File: config.mk
export PLATFORM = sky130hd
export DESIGN_NAME = hamming_rx_serial
export DESIGN_NICKNAME = d
export VERILOG_FILES = /design/src/rtl/hamming_rx_serial.sv
export SDC_FILE = /design/constraint.sdc
export NUM_CORES = 1
export LEC_CHECK = 0
export ABC_AREA = 1
export ABC_CLOCK_PERIOD_IN_PS = 3600
export CAP_MARGIN = 20
export CORE_MARGIN = 4
export CORE_UTILIZATION = 40
export DETAILED_ROUTE_END_ITERATION = 8
export SLEW_MARGIN = 20
export SYNTH_ARGS = -nofsm -noshare
export SYNTH_HDL_FRONTEND = slang
export SYNTH_SLANG_ARGS = --single-unit
File: constraint.sdc
create_clock -name clk_i -period 3.6 [get_ports clk_i]
set_clock_uncertainty 0.1 [all_clocks]
set_input_delay 0.36 -clock clk_i [delete_from_list [all_inputs] [get_ports clk_i]]
set_output_delay 0.36 -clock clk_i [all_outputs]
set_load 0.05 [all_outputs]
File: src/rtl/hamming_rx_serial.sv
// Serial receiver for Hamming(7,4) codewords framed as start / 7 code bits / stop.
// Optional build macro: HAMMING_RX_CORRECT_EN enables single-bit correction of data_o.
module hamming_rx_serial #(
  parameter int unsigned CLKS_PER_BIT = 16
) (
  input  logic       clk_i,
  input  logic       rst_n_i,
  input  logic       serial_i,
  output logic [3:0] data_o,
  output logic       valid_o,
  output logic [2:0] syndrome_o,
  output logic       error_o,
  output logic       frame_err_o
);

  localparam int unsigned CNT_W = (CLKS_PER_BIT > 2) ? $clog2(CLKS_PER_BIT) : 1;
  localparam logic [CNT_W-1:0] HALF_LAST = CNT_W'(CLKS_PER_BIT / 2 - 1);
  localparam logic [CNT_W-1:0] FULL_LAST = CNT_W'(CLKS_PER_BIT - 1);

  typedef enum logic [2:0] {
    ST_IDLE,
    ST_START,
    ST_DATA,
    ST_STOP,
    ST_OUT
  } state_e;

  logic [1:0]       sync_q, sync_d;
  logic             rx;
  state_e           state_q, state_d;
  logic [CNT_W-1:0] cnt_q, cnt_d;
  logic [2:0]       bit_q, bit_d;
  logic [6:0]       code_q, code_d;
  logic [3:0]       data_q, data_d;
  logic [2:0]       syn_q, syn_d;
  logic             err_q, err_d;
  logic             valid_q, valid_d;
  logic             ferr_q, ferr_d;

  logic [2:0]       syn;
  logic [6:0]       fixed;

  // two-stage synchronizer input; the line idles high
  always_comb begin
    sync_d = {sync_q[0], serial_i};
  end

  assign rx = sync_q[1];

  // syndrome of the received word; bit k-1 of code_q holds position k
  always_comb begin
    syn[0] = code_q[0] ^ code_q[2] ^ code_q[4] ^ code_q[6];
    syn[1] = code_q[1] ^ code_q[2] ^ code_q[5] ^ code_q[6];
    syn[2] = code_q[3] ^ code_q[4] ^ code_q[5] ^ code_q[6];
  end

  // codeword used for data extraction (corrected or raw)
  always_comb begin
`ifdef HAMMING_RX_CORRECT_EN
    fixed = code_q;
    if (syn != 3'd0) begin
      fixed = code_q ^ (7'd1 << (syn - 3'd1));
    end
`else
    fixed = code_q;
`endif
  end

  // frame FSM: next state, bit capture and output register updates
  always_comb begin
    state_d = state_q;
    cnt_d   = cnt_q;
    bit_d   = bit_q;
    code_d  = code_q;
    data_d  = data_q;
    syn_d   = syn_q;
    err_d   = err_q;
    valid_d = 1'b0;
    ferr_d  = 1'b0;
    case (state_q)
      ST_IDLE: begin
        if (!rx) begin
          state_d = ST_START;
          cnt_d   = '0;
          bit_d   = '0;
        end
      end
      ST_START: begin
        if (cnt_q == HALF_LAST) begin
          cnt_d   = '0;
          bit_d   = '0;
          state_d = rx ? ST_IDLE : ST_DATA;
        end else begin
          cnt_d = cnt_q + CNT_W'(1);
        end
      end
      ST_DATA: begin
        if (cnt_q == FULL_LAST) begin
          cnt_d          = '0;
          code_d[bit_q]  = rx;
          bit_d          = bit_q + 3'd1;
          if (bit_q == 3'd6) begin
            state_d = ST_STOP;
          end
        end else begin
          cnt_d = cnt_q + CNT_W'(1);
        end
      end
      ST_STOP: begin
        if (cnt_q == FULL_LAST) begin
          cnt_d = '0;
          if (rx) begin
            state_d = ST_OUT;
          end else begin
            ferr_d  = 1'b1;
            state_d = ST_IDLE;
          end
        end else begin
          cnt_d = cnt_q + CNT_W'(1);
        end
      end
      ST_OUT: begin
        data_d  = {fixed[6], fixed[5], fixed[4], fixed[2]};
        syn_d   = syn;
        err_d   = |syn;
        valid_d = 1'b1;
        state_d = ST_IDLE;
      end
      default: begin
        state_d = ST_IDLE;
      end
    endcase
  end

  // state and output registers with synchronous active-low reset
  always_ff @(posedge clk_i) begin
    if (!rst_n_i) begin
      sync_q  <= '1;
      state_q <= ST_IDLE;
      cnt_q   <= '0;
      bit_q   <= '0;
      code_q  <= '0;
      data_q  <= '0;
      syn_q   <= '0;
      err_q   <= 1'b0;
      valid_q <= 1'b0;
      ferr_q  <= 1'b0;
    end else begin
      sync_q  <= sync_d;
      state_q <= state_d;
      cnt_q   <= cnt_d;
      bit_q   <= bit_d;
      code_q  <= code_d;
      data_q  <= data_d;
      syn_q   <= syn_d;
      err_q   <= err_d;
      valid_q <= valid_d;
      ferr_q  <= ferr_d;
    end
  end

  assign data_o      = data_q;
  assign syndrome_o  = syn_q;
  assign error_o     = err_q;
  assign valid_o     = valid_q;
  assign frame_err_o = ferr_q;

endmodule

==> results.sh, run 1 <==
export IMPL_post_cts_buffers=0
export IMPL_n_antenna_cell=0
export IMPL_rsz0062_at_grt="no"
export IMPL_critical_path_slowest_cell="clkdlybuf4s50_1"
export IMPL_p_comb_frac=0.286
export IMPL_netSwitchingFraction=0.348
export IMPL_rr_startpoint="cnt_q[0]"
export IMPL_path_cells="clkdlybuf4s50_1"
export IMPL_cts_root_buffer="clkbuf_8"
export IMPL_drc=0
export IMPL_post_cts_resized=0
export IMPL_worstSetupEndpointType="output port"
export IMPL_synth_seq_area_share=0.383
export IMPL_ir_drop_v=0.000190
export IMPL_syn_to_final_growth_pct=17.4
export IMPL_holdCritStartpoint="sync_q[0]"
export IMPL_core_area_um2=3660
export IMPL_grt_usage=0.135
export IMPL_utilization=0.487
export IMPL_cp_max_fo=2
export IMPL_drv_slew=0
export IMPL_rows=22
export IMPL_vias_per_cell=4.76
export IMPL_cts_tree="built"
export IMPL_p_int_mw=0.608
export IMPL_crit_path_start_kind="flop"
export IMPL_hold_path_depth=1
export IMPL_cts_max_level=2
export IMPL_min_path_type="flop to flop"
export IMPL_p_per_area_nw_per_um2=524
export IMPL_gp_congestion=0.868
export IMPL_grt_pass1_wl_mm=5.33
export IMPL_layout_drive_gt1_share=0.188
export IMPL_r2r_cells=8
export IMPL_grt_max_degree=16
export IMPL_syn_num_nets=213
export IMPL_status="completed"
export IMPL_post_synth_num_cell_types=31
export IMPL_drt_antenna_violating_nets=0
export IMPL_cts_max_path_buffers=2
export IMPL_cp_top_family="buffers and inverters"
export IMPL_fp_dieArea_um2=4840
export IMPL_pwr_share_clk=0.313
export IMPL_fin_crit_sh=0.519
export IMPL_antenna_found_initial=0
export IMPL_clkLatencyLatePin_ns=0.28
export IMPL_pre_cts_ws_ns=1.46
export IMPL_critical_path_class="flop to output port"
export IMPL_ys_ff_latch=29
export IMPL_maxCapViolations=0
export IMPL_rrSetupSlack_ns=2.02
export IMPL_finalWirelength_mm=2.92
export IMPL_setup_violations_final=0
export IMPL_cts_made_buffers=5
export IMPL_netlist_instances=207
export IMPL_hold_end="sync_q[1]"
export IMPL_yosysWarnings=0
export IMPL_io_buffers=12
export IMPL_drt_initial_drc_count=45
export IMPL_power_leakage_nw=0.773
export IMPL_fp_dieH_um=69.6
export IMPL_finalInstanceArea_um2=1780
export IMPL_nFillCells=388
export IMPL_wl_per_cell_um=10.8
export IMPL_post_dp_cell_area_um2=1680
export IMPL_grt_overflow_total=0
export IMPL_layout_min_cycle_time_ns=1.87
export IMPL_postSynthAreaPerCell_um2=7.33
export IMPL_p_switching_mw=0.325
export IMPL_io_pins=13
export IMPL_fmax_mhz=535
export IMPL_slew_limit_headroom=0.662
export IMPL_worst_path_largest_cell_delay_ns=0.80
export IMPL_cp_arrival_ns=1.41
export IMPL_seqPwrFrac=0.400
export IMPL_start_util=0.415
export IMPL_finalPower_mw=0.933
export IMPL_synth_area_um2=1520
export IMPL_path_buf_inv=1
export IMPL_nNetsFinal=228
export IMPL_die_w_um=69.6
export IMPL_cts_sinks=29
export IMPL_cp_data_required_time_ns=3.14
export IMPL_finalHoldViolations=0
export IMPL_vias=1290
export IMPL_worst_pin_slew_ns=0.506
export IMPL_setup_tns_ns=0
export IMPL_grt_pass1_vias=1170
export IMPL_reg2reg_to="code_q[6]"
export IMPL_hold_buffers=0
export IMPL_dr_pass1_iters=4
export IMPL_clk_transition_reported_paths_ns=0.06
export IMPL_worst_slack_ns=1.73
export IMPL_hpwlAfterDp_mm=2.19
[registers in the layout, indices dropped and copies added (netlist names)]
signal,cells
error_o,1
code_q,7
data_o,4
frame_err_o,1
state_q,3
syndrome_o,3
sync_q,2
bit_q,3
valid_o,1
cnt_q,4
[area by class of cell]
cell class                      instances  area [um^2]  share of cell area
Multi-Input combinational cell        153          838               0.471
Sequential cell                        29          581               0.326
Timing Repair Buffer                   12          120              0.0674
Clock buffer                            7         96.3              0.0541
Inverter                               21         81.3              0.0456
Tap cell                               48         60.1              0.0337
Clock inverter                          1         5.00             0.00281
[cell usage after synthesis]
cell type	number	area, um^2
o211ai_1	1	7.51
dfxtp_1	29	581
inv_1	16	60.1
nor2_4	3	33.8
nand3_1	7	35.0
nand4_1	2	12.5
buf_1	1	3.75
nand2_1	39	146
o21ai_0	13	65.1
buf_2	2	10.0
a21oi_2	2	17.5
nand2_4	3	33.8
o21ai_1	3	15.0
xnor2_1	5	43.8
o21bai_2	1	11.3
inv_2	4	15.0
ha_1	3	37.5
xor2_1	5	43.8
nor2_1	32	120
nor3_2	1	10.0
clkbuf_1	1	3.75
or2_1	1	6.26
nor2_2	7	43.8
nand2_2	8	50.1
inv_4	1	6.26
or2_2	2	12.5
a31oi_1	1	6.26
nand3b_1	2	15.0
nand3_2	2	20.0
or2_0	1	6.26
a21oi_1	9	45.0
[worst max-delay path by stage]
stage,startpoint,endpoint,slack (ns),cells after the start
after floorplan,bit_q[0],bit_q[1],2.20,6
final,data_o[2],data_o[2],1.73,1
after detailed placement,rst_n_i,sync_q[0],1.46,3
after CTS,data_o[0],data_o[0],1.71,1
after global placement,rst_n_i,sync_q[0],1.53,3
after global routing,rst_n_i,sync_q[0],1.65,3
[power by group through the flow]
stage	Clock [mW]	Sequential, mW	Combinational (mW)
after floorplan	0	0.381	0.216
after global placement	0	0.381	0.270
after detailed placement	0	0.381	0.267
after CTS	0.303	0.373	0.269
after global routing	0.323	0.378	0.308
final	0.292	0.374	0.267
[metrics by stage]
| stage | instances | hold slack [ns] |
|---|---|---|
| final | 271 | 0.343 |
| after floorplan | 207 | 0.293 |
| after detailed placement | 263 | 0.319 |
| after global placement | 263 | 0.317 |
| after global routing | 271 | 0.371 |
| after CTS | 271 | 0.348 |
[logic make-up after synthesis]
kind of cell	after synthesis	synth area share
buffers and inverters	25	0.0651
adder cells (fa/ha/maj)	3	0.0247
XOR/XNOR	10	0.0577
AND/OR/NAND/NOR	110	0.359
AO/OA/AOI/OAI	30	0.110
flip-flops	29	0.383
[cell usage in the layout, fill, tap and decap left out, types with 2 or more instances in the layout]
cell type and count:
a21oi_1 9, a21oi_2 2, clkbuf_8 7, clkdlybuf4s50_1 12
dfxtp_1 29, ha_1 3, inv_1 16, inv_2 4
nand2_1 39, nand2_2 8, nand2_4 3, nand3_1 7
nand3_2 2, nand3b_1 2, nand4_1 2, nor2_1 32
nor2_2 7, nor2_4 3, o21ai_0 13, o21ai_1 3
or2_2 2, xnor2_1 5, xor2_1 5
[per-layer routing]
| layer | up-vias | global-route usage | part of all wire |
|---|---|---|---|
| met3 | 7 | 0.0478 | 0.053 |
| li1 | 683 | - | - |
| met1 | 574 | 0.175 | 0.49 |
| met5 | - | 0 | 0 |
| met2 | 26 | 0.207 | 0.44 |
| met4 | 0 | 0.0456 | 0.016 |
Note: power is estimated with default switching activity, not from simulation.
==> run 2, diff against run 1 <==
Settings changed: ABC_CLOCK_PERIOD_IN_PS 3600 to 1900.
Clock period 3.6 ns to 1.9 ns, I/O delays scaled along.
==> run 2 against run 1 <==
- sequential power is 89% higher
- die area did not move
- sequential cell count did not move
- clock power up 74%
- sequential share of layout area decreased by 0.14 points
- worst setup slack lost 1.5 ns
- critical path type unchanged
- largest cell class unchanged
- highest routed layer unchanged
==> results.sh, run 2 (synthesis gave the netlist of run 1 again) <==
export IMPL_status="completed"
export IMPL_die_w_um=69.6
export IMPL_ir_drop_v=0.000405
export IMPL_rows=22
export IMPL_netSwitchingFraction=0.355
export IMPL_post_cts_resized=0
export IMPL_finalHoldViolations=0
export IMPL_layout_min_cycle_time_ns=1.70
export IMPL_multi_input_area_um2=838
export IMPL_slew_limit_headroom=0.662
export IMPL_fp_dieArea_um2=4840
export IMPL_final_cell_mix="39 x nand2_1, 32 x nor2_1, 29 x dfxtp_1, 16 x inv_1, 13 x o21ai_0"
export IMPL_n_antenna_cell=0
export IMPL_vias_per_cell=4.59
export IMPL_use_met3=0.0333
export IMPL_drt_initial_drc_count=69
export IMPL_finalWirelength_mm=2.94
export IMPL_gp_congestion=0.802
export IMPL_clkLatencyLatePin_ns=0.28
export IMPL_crit_path_start_kind="flop"
export IMPL_dr_pass1_iters=4
export IMPL_critical_path_class="flop to output port"
export IMPL_worst_pin_slew_ns=0.505
export IMPL_grt_pass1_vias=1115
export IMPL_cp_top_family="buffers and inverters"
export IMPL_p_switching_mw=0.613
export IMPL_nNetsFinal=231
export IMPL_finalPower_mw=1.73
export IMPL_post_cts_buffers=0
export IMPL_drc=0
export IMPL_seqPwrFrac=0.409
export IMPL_path_cells="clkdlybuf4s50_1"
export IMPL_cts_made_buffers=5
export IMPL_nFillCells=373
export IMPL_cp_data_required_time_ns=1.61
export IMPL_largest_register="code_q"
export IMPL_gr_usage_met1=0.182
export IMPL_clk_transition_reported_paths_ns=0.06
export IMPL_critical_path_slowest_cell="clkdlybuf4s50_1"
export IMPL_min_path_type="flop to flop"
export IMPL_wl_per_cell_um=10.8
export IMPL_fmax_mhz=589
export IMPL_core_area_um2=3660
export IMPL_antenna_found_initial=0
export IMPL_cts_max_path_buffers=2
export IMPL_layout_commonest_cell="nand2_1"
export IMPL_hold_worst_slack_ns=0.318
export IMPL_utilization=0.489
export IMPL_grt_pass1_wl_mm=5.14
export IMPL_cts_root_buffer="clkbuf_8"
export IMPL_fp_dieH_um=69.6
export IMPL_vias=1254
export IMPL_cts_tree="built"
export IMPL_syn_to_final_growth_pct=17.9
export IMPL_setup_tns_ns=0
export IMPL_met2_usage=0.191
export IMPL_hold_buffers=0
export IMPL_worst_path_largest_cell_delay_ns=0.80
export IMPL_io_pins=13
export IMPL_start_util=0.415
export IMPL_cp_arrival_ns=1.41
export IMPL_p_per_area_nw_per_um2=966
export IMPL_cp_max_fo=2
export IMPL_pwr_share_clk=0.293
export IMPL_cts_max_level=2
export IMPL_seqCellArea_um2=581
export IMPL_p_comb_frac=0.298
export IMPL_grt_usage=0.131
export IMPL_rsz0062_at_grt="no"
export IMPL_grt_max_degree=12
export IMPL_cts_sinks=29
export IMPL_setup_violations_final=0
export IMPL_grt_overflow_total=0
export IMPL_layout_drive_gt1_share=0.191
export IMPL_largest_register_ffs=7
export IMPL_power_leakage_nw=0.777
export IMPL_fin_crit_sh=0.893
export IMPL_grt_busiest_layer="met2"
export IMPL_maxCapViolations=0
export IMPL_path_buf_inv=1
export IMPL_io_buffers=12
export IMPL_drt_antenna_violating_nets=0
export IMPL_worstSetupEndpointType="output port"
export IMPL_drv_slew=0
export IMPL_p_int_mw=1.12
export IMPL_hpwlAfterDp_mm=2.23
## run 2: path summary, 6_finish.rpt
kind / slack, ns / to / cells past startpoint / from
worst max-delay path: 0.20 / error_o / 1 / error_o
worst min-delay path: 0.32 / sync_q[1] / 1 / sync_q[0]
worst max register to register: 0.38 / code_q[1] / 8 / cnt_q[0]
worst min register to register: 0.32 / sync_q[1] / 1 / sync_q[0]
## run 2: power by group through the flow
stage               registers [mW]  logic (mW)  clock network [mW]
floorplan                    0.722       0.410                   0
global placement             0.721       0.513                   0
detailed placement           0.721       0.514                   0
CTS                          0.708       0.517               0.524
global route                 0.718       0.578               0.549
finish                       0.707       0.515               0.507
## run 2: through the flow
stage          std cells  cell area, um^2  setup slack [ns]
2_1_floorplan        207             1520             0.503
3_3_place_gp         266             1700             0.379
3_5_place_dp         266             1700             0.380
4_1_cts              273             1790             0.191
5_1_grt              273             1790             0.157
6_report             273             1790             0.203
## run 2: final cells by class
| class | count | area share |
|---|---|---|
| Sequential cell | 29 | 0.324 |
| Inverter | 21 | 0.0455 |
| Multi-Input combinational cell | 153 | 0.469 |
| Clock buffer | 7 | 0.0483 |
| Tap cell | 48 | 0.0336 |
| Timing Repair Buffer | 15 | 0.0797 |
## run 2: layer usage
layer  part of all wire  routed length (um)
met3              0.038                 112
met1               0.53                1560
met5                  0                   0
met4              0.018                  53
met2               0.42                1220
==> run 3, diff against run 2 <==
Settings changed: ABC_CLOCK_PERIOD_IN_PS 1900 to 1700, PLACE_DENSITY_LB_ADDON set to 0.3.
Clock period 1.9 ns to 1.7 ns, I/O delays scaled along.
==> run 3 against run 2 <==
- sequential power is 11% higher
- via count is 1.7% higher
- combinational power is 12% higher
- routed wire length is 4.4% lower
- utilization is 0.068 points lower
- total power is 15% higher
- die area stayed put
- hold slack better by 0.010 ns
- final area is 0.14% lower
==> results.sh, run 3 (synthesis gave the netlist of run 1 again) <==
export IMPL_status="completed"
export IMPL_min_path_type="flop to flop"
export IMPL_pre_cts_ws_ns=0.199
export IMPL_nNetsFinal=232
export IMPL_antenna_found_initial=0
export IMPL_rows=22
export IMPL_post_cts_buffers=0
export IMPL_finalHoldViolations=0
export IMPL_largest_register_ffs=7
export IMPL_setup_violations_final=0
export IMPL_worst_slack_ns=0.200
export IMPL_largest_register="code_q"
export IMPL_die_w_um=69.6
export IMPL_io_pins=13
export IMPL_drv_slew=0
export IMPL_grt_usage=0.126
export IMPL_fp_dieArea_um2=4840
export IMPL_wl_met2_mm=1.19
export IMPL_hpwlAfterDp_mm=2.15
export IMPL_power_leakage_nw=0.812
export IMPL_hold_worst_slack_ns=0.328
export IMPL_fin_crit_sh=0.883
export IMPL_cts_sinks=29
export IMPL_finalWirelength_mm=2.81
export IMPL_grt_pass1_vias=1086
export IMPL_layout_drive_gt1_share=0.247
export IMPL_cts_root_buffer="clkbuf_8"
export IMPL_layout_commonest_cell="nand2_1"
export IMPL_start_util=0.415
export IMPL_worst_pin_slew_ns=0.276
export IMPL_cts_max_level=2
export IMPL_cts_max_path_buffers=2
export IMPL_cts_made_buffers=5
export IMPL_dr_pass1_iters=4
export IMPL_clk_transition_reported_paths_ns=0.06
export IMPL_wl_per_cell_um=10.2
export IMPL_maxUsedRoutingLayer="met4"
export IMPL_maxCapViolations=0
export IMPL_clkLatencyLatePin_ns=0.28
export IMPL_ir_drop_v=0.000510
export IMPL_cts_tree="built"
export IMPL_fp_dieH_um=69.6
export IMPL_setup_tns_ns=0
export IMPL_core_area_um2=3660
export IMPL_grt_overflow_total=0
export IMPL_post_cts_resized=0
export IMPL_worstSetupEndpointType="flop"
export IMPL_drt_met1_wl_mm=1.40
export IMPL_hold_buffers=0
export IMPL_layout_min_cycle_time_ns=1.50
export IMPL_io_buffers=12
export IMPL_vias=1275
export IMPL_cp_max_fo=7
export IMPL_critical_path_class="flop to flop"
export IMPL_syn_to_final_growth_pct=17.7
export IMPL_grt_max_degree=10
export IMPL_n_antenna_cell=0
export IMPL_drc=0
export IMPL_slew_limit_headroom=0.816
export IMPL_drt_initial_drc_count=43
export IMPL_cp_data_required_time_ns=1.82
export IMPL_fmax_mhz=667
export IMPL_vias_per_cell=4.64
export IMPL_gp_congestion=0.777
export IMPL_cp_arrival_ns=1.62
export IMPL_dr_wl_met3_um=161
export IMPL_rsz0062_at_grt="no"
export IMPL_crit_path_start_kind="flop"
export IMPL_drt_antenna_violating_nets=0
export IMPL_p_per_area_nw_per_um2=1120
export IMPL_final_cell_mix="39 x nand2_1, 32 x nor2_1, 29 x dfxtp_1, 16 x inv_1, 14 x buf_4"
export IMPL_grt_pass1_wl_mm=4.93
[run 3: through the flow]
| stage | instance area [um^2] | instances | total power, mW | util |
|---|---|---|---|---|
| global placement | 1690 | 267 | 1.38 | 0.460 |
| global route | 1790 | 275 | 2.12 | 0.488 |
| detailed placement | 1690 | 267 | 1.38 | 0.460 |
| finish | 1790 | 275 | 1.99 | 0.488 |
| CTS | 1790 | 275 | 2.01 | 0.488 |
| floorplan | 1520 | 207 | 1.26 | - |
[run 3: worst max-delay path, cell delays in order (launching register included)]
cell and delay, ns:
dfxtp_1 0.44, inv_1 0.18, ha_1 0.31, or2_0 0.22, nand3_1 0.08, nand2_1 0.05
nor2_1 0.07
[run 3: final timing paths]
path,start,endpoint,slack [ns],cells after the start
worst min-delay path,sync_q[0],sync_q[1],0.33,1
worst max-delay path,bit_q[0],bit_q[1],0.20,6
worst min register to register,sync_q[0],sync_q[1],0.33,1
worst max register to register,bit_q[0],bit_q[1],0.20,6
[run 3: where the power goes]
group,internal [mW],switching [mW],leakage (nW),total [mW]
registers,0.730,0.0561,0.235,0.786
clock network,0.365,0.267,0.0542,0.632
logic,0.196,0.379,0.523,0.575
[run 3: cell type report]
cell class                 instances  area, um^2
clock inverter                     1        5.00
clock buffer                       7        96.3
sequential                        29         581
tap                               48        60.1
fill                             381        1870
inverter                          21        81.3
timing repair buffer              16         125
multi-input combinational        153         838
[run 3: routing by layer]
metal  GRT usage  vias to the layer above
li1            -                      692
met1       0.172                      553
met2       0.175                       22
met3      0.0362                        8
met4      0.0716                        0
met5           0                        -
